$ cat src/rtl/motion_pkg.sv
// Shared types and defaults for the per-frame motion scheduler.
package motion_pkg;

  typedef enum logic [1:0] {IDLE, S_P, S_Z, S_X} sched_state_t;

  localparam int unsigned COOLDOWN_DEF = 4;
  localparam int unsigned CD_W_DEF     = 3;

endpackage

$ cat src/rtl/jump_gate.sv
// Per-player jump request latch, airborne tracking and post-landing cooldown.
// MOTION_DOUBLE_JUMP_EN swaps the airborne bit for a 2-bit jump count.
module jump_gate
  import motion_pkg::*;
#(
  parameter int unsigned COOLDOWN = COOLDOWN_DEF,
  parameter int unsigned CD_W     = CD_W_DEF
) (
  input  logic CLK,
  input  logic Reset_n,
  input  logic req_lvl,
  input  logic grd_hit,
  input  logic step,
  output logic jump
);

  logic            lvl_q;
  logic            req;
  logic [CD_W-1:0] cd;
  logic            airborne;
  logic            can_jump;
  logic            accept;

`ifdef MOTION_DOUBLE_JUMP_EN
  logic [1:0] jc;
  assign airborne = (jc != 2'd0);
  assign can_jump = (jc < 2'd2);
`else
  logic air_q;
  assign airborne = air_q;
  assign can_jump = ~air_q;
`endif

  assign accept = req & can_jump & (cd == '0);
  assign jump   = step & accept;

  always_ff @(posedge CLK) begin
    // Level history tracks through reset so a held key is not seen as a fresh press.
    lvl_q <= req_lvl;
    if (!Reset_n) begin
      req <= 1'b0;
      cd  <= '0;
`ifdef MOTION_DOUBLE_JUMP_EN
      jc  <= 2'd0;
`else
      air_q <= 1'b0;
`endif
    end else begin
      req <= (req_lvl & ~lvl_q) | (req & ~step);
      if (step) begin
        if (accept) begin
`ifdef MOTION_DOUBLE_JUMP_EN
          jc <= jc + 2'd1;
`else
          air_q <= 1'b1;
`endif
        end else if (airborne && grd_hit) begin
`ifdef MOTION_DOUBLE_JUMP_EN
          jc <= 2'd0;
`else
          air_q <= 1'b0;
`endif
          cd <= CD_W'(COOLDOWN);
        end else if (cd != '0) begin
          cd <= cd - CD_W'(1);
        end
      end
    end
  end

endmodule

$ cat src/rtl/motion_sched.sv
// Per-frame scheduler: strobes player, Zuofu, then X step; gates jumps; decodes keys.
// Optional feature macro: MOTION_DOUBLE_JUMP_EN (handled inside jump_gate).
module motion_sched
  import motion_pkg::*;
#(
  parameter int unsigned COOLDOWN = COOLDOWN_DEF,
  parameter int unsigned CD_W     = CD_W_DEF
) (
  input  logic CLK,
  input  logic Reset_n,
  input  logic frame_clk,
  input  logic key_p,
  input  logic switch_z,
  input  logic grd_hit_p,
  input  logic grd_hit_z,
  input  logic left_key,
  input  logic right_key,
  output logic step_p,
  output logic step_z,
  output logic step_x,
  output logic jump_p,
  output logic jump_z,
  output logic left_en,
  output logic right_en,
  output logic x_stop,
  output logic overrun
);

  sched_state_t state;
  logic         frame_q;
  logic         frame_edge;
  logic         pending;

  assign frame_edge = frame_clk & ~frame_q;

  always_ff @(posedge CLK) begin
    frame_q <= frame_clk;
    if (!Reset_n) begin
      state   <= IDLE;
      pending <= 1'b0;
      overrun <= 1'b0;
      step_p  <= 1'b0;
      step_z  <= 1'b0;
      step_x  <= 1'b0;
    end else begin
      step_p <= 1'b0;
      step_z <= 1'b0;
      step_x <= 1'b0;
      unique case (state)
        IDLE: begin
          if (frame_edge || pending) begin
            state   <= S_P;
            step_p  <= 1'b1;
            pending <= 1'b0;
          end
        end
        S_P: begin
          state  <= S_Z;
          step_z <= 1'b1;
          if (frame_edge) begin
            if (pending) overrun <= 1'b1;
            pending <= 1'b1;
          end
        end
        S_Z: begin
          state  <= S_X;
          step_x <= 1'b1;
          if (frame_edge) begin
            if (pending) overrun <= 1'b1;
            pending <= 1'b1;
          end
        end
        S_X: begin
          // Chain straight into the next sequence; a second edge on top of pending is lost.
          if (frame_edge || pending) begin
            state   <= S_P;
            step_p  <= 1'b1;
            pending <= 1'b0;
            if (frame_edge && pending) overrun <= 1'b1;
          end else begin
            state <= IDLE;
          end
        end
      endcase
    end
  end

  jump_gate #(.COOLDOWN(COOLDOWN), .CD_W(CD_W)) u_gate_p (
    .CLK     (CLK),
    .Reset_n (Reset_n),
    .req_lvl (key_p),
    .grd_hit (grd_hit_p),
    .step    (step_p),
    .jump    (jump_p)
  );

  jump_gate #(.COOLDOWN(COOLDOWN), .CD_W(CD_W)) u_gate_z (
    .CLK     (CLK),
    .Reset_n (Reset_n),
    .req_lvl (switch_z),
    .grd_hit (grd_hit_z),
    .step    (step_z),
    .jump    (jump_z)
  );

  assign left_en  = step_x & left_key & ~right_key;
  assign right_en = step_x & right_key & ~left_key;
  assign x_stop   = step_x & ~(left_key ^ right_key);

endmodule

$ cat config.mk
export PLATFORM = sky130hd
export DESIGN_NAME = motion_sched
export DESIGN_NICKNAME = d
export VERILOG_FILES = /design/src/rtl/motion_pkg.sv /design/src/rtl/jump_gate.sv /design/src/rtl/motion_sched.sv
export SDC_FILE = /design/constraint.sdc
export NUM_CORES = 1
export LEC_CHECK = 0
export ABC_AREA = 0
export BUFFER_PORTS_ARGS = -buffer_cell sky130_fd_sc_hd__buf_2
export CAP_MARGIN = 10
export CORE_MARGIN = 2
export CORE_UTILIZATION = 38
export CTS_BUF_LIST = sky130_fd_sc_hd__clkbuf_4 sky130_fd_sc_hd__clkbuf_8
export DETAILED_ROUTE_END_ITERATION = 8
export MAX_ROUTING_LAYER = met4
export SLEW_MARGIN = 20
export SYNTH_ARGS = -nofsm -noshare
export SYNTH_HDL_FRONTEND = slang
export SYNTH_HIERARCHICAL = 1
export SYNTH_SLANG_ARGS = --single-unit
$ cat constraint.sdc
create_clock -name CLK -period 3.7 [get_ports CLK]
set_input_delay 0.37 -clock CLK [delete_from_list [all_inputs] [get_ports CLK]]
set_output_delay 0.37 -clock CLK [all_outputs]
set_load 0.005 [all_outputs]
==> out/metrics.cfg <==
[worst_setup_path]
reg2regPathDepth = 5
end_kind = output pin
worst_ep_arrival_time_ns = 1.36
worst_path_max_delay_cell = dfxtp_1
worst-path-stages = 6
crit_path_max_incr_delay_ns = 0.33
start_kind = flop
critical_path_required_ns = 3.33
critical_path_class = flop to output pin
path_buf_inv = 2
crit_end = jump_p
worstPathMaxFanout = 4
reg2reg_slack_ns = 2.25
cp-startpoint = u_gate_p/cd[0]$_SDFFE_PN0P_
rr_startpoint = state[0]$_SDFFE_PN0P_
r2r_end = overrun$_SDFFE_PN0P_
critical-path-top-delay-family = simple AND/OR/NAND/NOR gates
crit_chain = inv_1 -> ha_1 -> nor2b_4 -> nand3_1 -> nor2_1 -> buf_2

[grt]
grt_pass1_wl_um = 2610
gr-total-overflow = 0
grt_pass1_vias = 679
grt_usage_pct = 12.5
grt_max_degree = 18
antenna_found_initial = 0

[yosys]
avgSynthCellArea_um2 = 8.89
ys_types = 28
syn_nets = 129
yosysTopAreaCell = dfxtp_1
synthTopCellsByArea = dfxtp_1 41%, ha_1 13%, nand2_1 5.4%, inv_1 3.8%, nand2b_1 3.2%
yosysWarnings = 6
ys_ff_latch = 20
synth-edff-count = 0
seq_area_frac_synth_pct = 40.9
synthCells = 110
ys_top_cells_by_count = 20 x dfxtp_1, 14 x nand2_1, 10 x ha_1, 10 x inv_1, 8 x nor2_1
syn_area_um2 = 978
synth_ff_type = dfxtp_1
synth_top_area_share_pct = 40.9
async_flop_share_pct = 0
yosysMostFrequentCell = dfxtp_1

[sta]
fmax_mhz = 578
hold_viol_final = 0
worst_pin_slew_ns = 0.273
skew_ns = 0.00408
hold_ws_ns = 0.182
fin_tns_setup_ns = 0
period_share_pct = 46.8
maxSlewViolCount = 0
finalCriticalPeriod_ns = 1.73
setup_viol = 0
slew_headroom_pct = 81.6
rsz0062_at_grt = false
worst_slack_ns = 1.97

[floorplanning]
core-area_mm2 = 0.00245
die_w_um = 54.7
dieArea_mm2 = 0.00300
rows = 18
initial_core_util_pct = 39.9
io_pins = 18
die_h_um = 54.7

[placed_design]
portBuffers = 17
place_area_mm2 = 0.00110
gp_routability_congestion = 0.753
place_ws_ns = 2.28
dp_cells = 157
dpl.hpwl_um = 1270

[pwr]
power.total_uw = 559
ir_worst_vdd_uv = 260
seq_power_share_pct = 49.6
p_sw_uw = 180
leakage_nw = 0.508
netSwitchingFraction_pct = 32.3
clock_power_share_pct = 22.4
powerDensity_mw_per_mm2 = 492
p_int_uw = 379
pwr-share-comb_pct = 28.0

[layout]
diodes = 0
drive_gt1_share_pct = 19.1
top_regs = u_gate_p/cd (3), u_gate_z/cd (3), state (2)
nets = 151
finalCoreUtilization_pct = 46.3
syn2layout_area_growth_pct = 16.2
final_cells = 161
post-route-cell-area_mm2 = 0.00114

[cts]
ctsHoldBuffers = 0
clk_pin_slew_ns = 0.11
cts_tree = done
numCtsBuffers = 3
cts_resized = 0
post_cts_buffers = 0
h-tree-depth = 1
cts_root_buffer = clkbuf_4
clock-sinks = 20
clk_path_buf_depth = 2
clk_latency_ns = 0.29

[min_path]
hold_class = primary input to flop

[route]
ant_nets = 0
wl_um = 1660
viasPerCell = 4.93
drc_errors = 0
drtPass1Iterations = 4
drtIter0Drc = 10
vias = 793
routedWlPerCell_um = 10.3

[run_status]
status = finished, final reports clean

[job]
cap_violations = 0

placed cells by master (no fill, tap or decap), drive strengths merged:
cell / n
a211oi: 1
a21boi: 4
a21o: 1
a21oi: 5
a311o: 1
a311oi: 2
a31oi: 2
and2: 3
and2b: 1
and3b: 1
buf: 17
clkbuf: 4
dfxtp: 20
ha: 10
inv: 10
nand2: 14
nand2b: 5
nand3: 5
nand3b: 2
nor2: 8
nor2b: 3
nor3: 1
nor3b: 1
o21ai: 4
o22ai: 2
o32ai: 2
o41ai: 1
xnor2: 1
power groups by stage:
stage | Clock, mW | Combinational, mW | Sequential (mW)
global route | 0.140 | 0.184 | 0.282
finish | 0.125 | 0.157 | 0.277
floorplan | 0 | 0.113 | 0.278
CTS | 0.135 | 0.158 | 0.277
detailed placement | 0 | 0.156 | 0.282
global placement | 0 | 0.158 | 0.280
worst min path at each step:
| stage | from | slack (ns) | cells after the start | end |
|---|---|---|---|---|
| final | key_p | 0.18 | 1 | u_gate_p/lvl_q$_DFF_P_ |
| after global routing | key_p | 0.16 | 1 | u_gate_p/lvl_q$_DFF_P_ |
| after CTS | key_p | 0.17 | 1 | u_gate_p/lvl_q$_DFF_P_ |
| after detailed placement | overrun$_SDFFE_PN0P_ | 0.45 | 2 | overrun$_SDFFE_PN0P_ |
| after global placement | overrun$_SDFFE_PN0P_ | 0.43 | 2 | overrun$_SDFFE_PN0P_ |
| after floorplan | frame_clk | 0.40 | 0 | frame_q$_DFF_P_ |
logic make-up (layout without fill, tap and decap cells):
family / count (synthesis) / count (layout) / share of synthesized area [%]
xor gates and xnor gates: 1 / 1 / 0.895
DFF: 20 / 20 / 40.9
and+or+nand+nor: 44 / 44 / 24.2
AOI/OAI and AO/OA: 25 / 25 / 17.4
adders and majority gates: 10 / 10 / 12.8
buffers and inverters: 10 / 31 / 3.84
layer usage:
metal	up-vias	routed length (um)	track usage, %
met5	-	0	-
met4	0	13	7.50
met3	2	56	2.46
met2	7	780	20.8
met1	366	811	13.6
li1	418	-	-
final cells by class:
class	count	area (um^2)
inverters	10	37.5
multi-input cells	80	541
fillers	257	1320
flip-flops and latches	20	400
well taps	30	37.5
repair buffers	17	85.1
clock buffers	4	36.3
(Power assumes the default switching activity.)
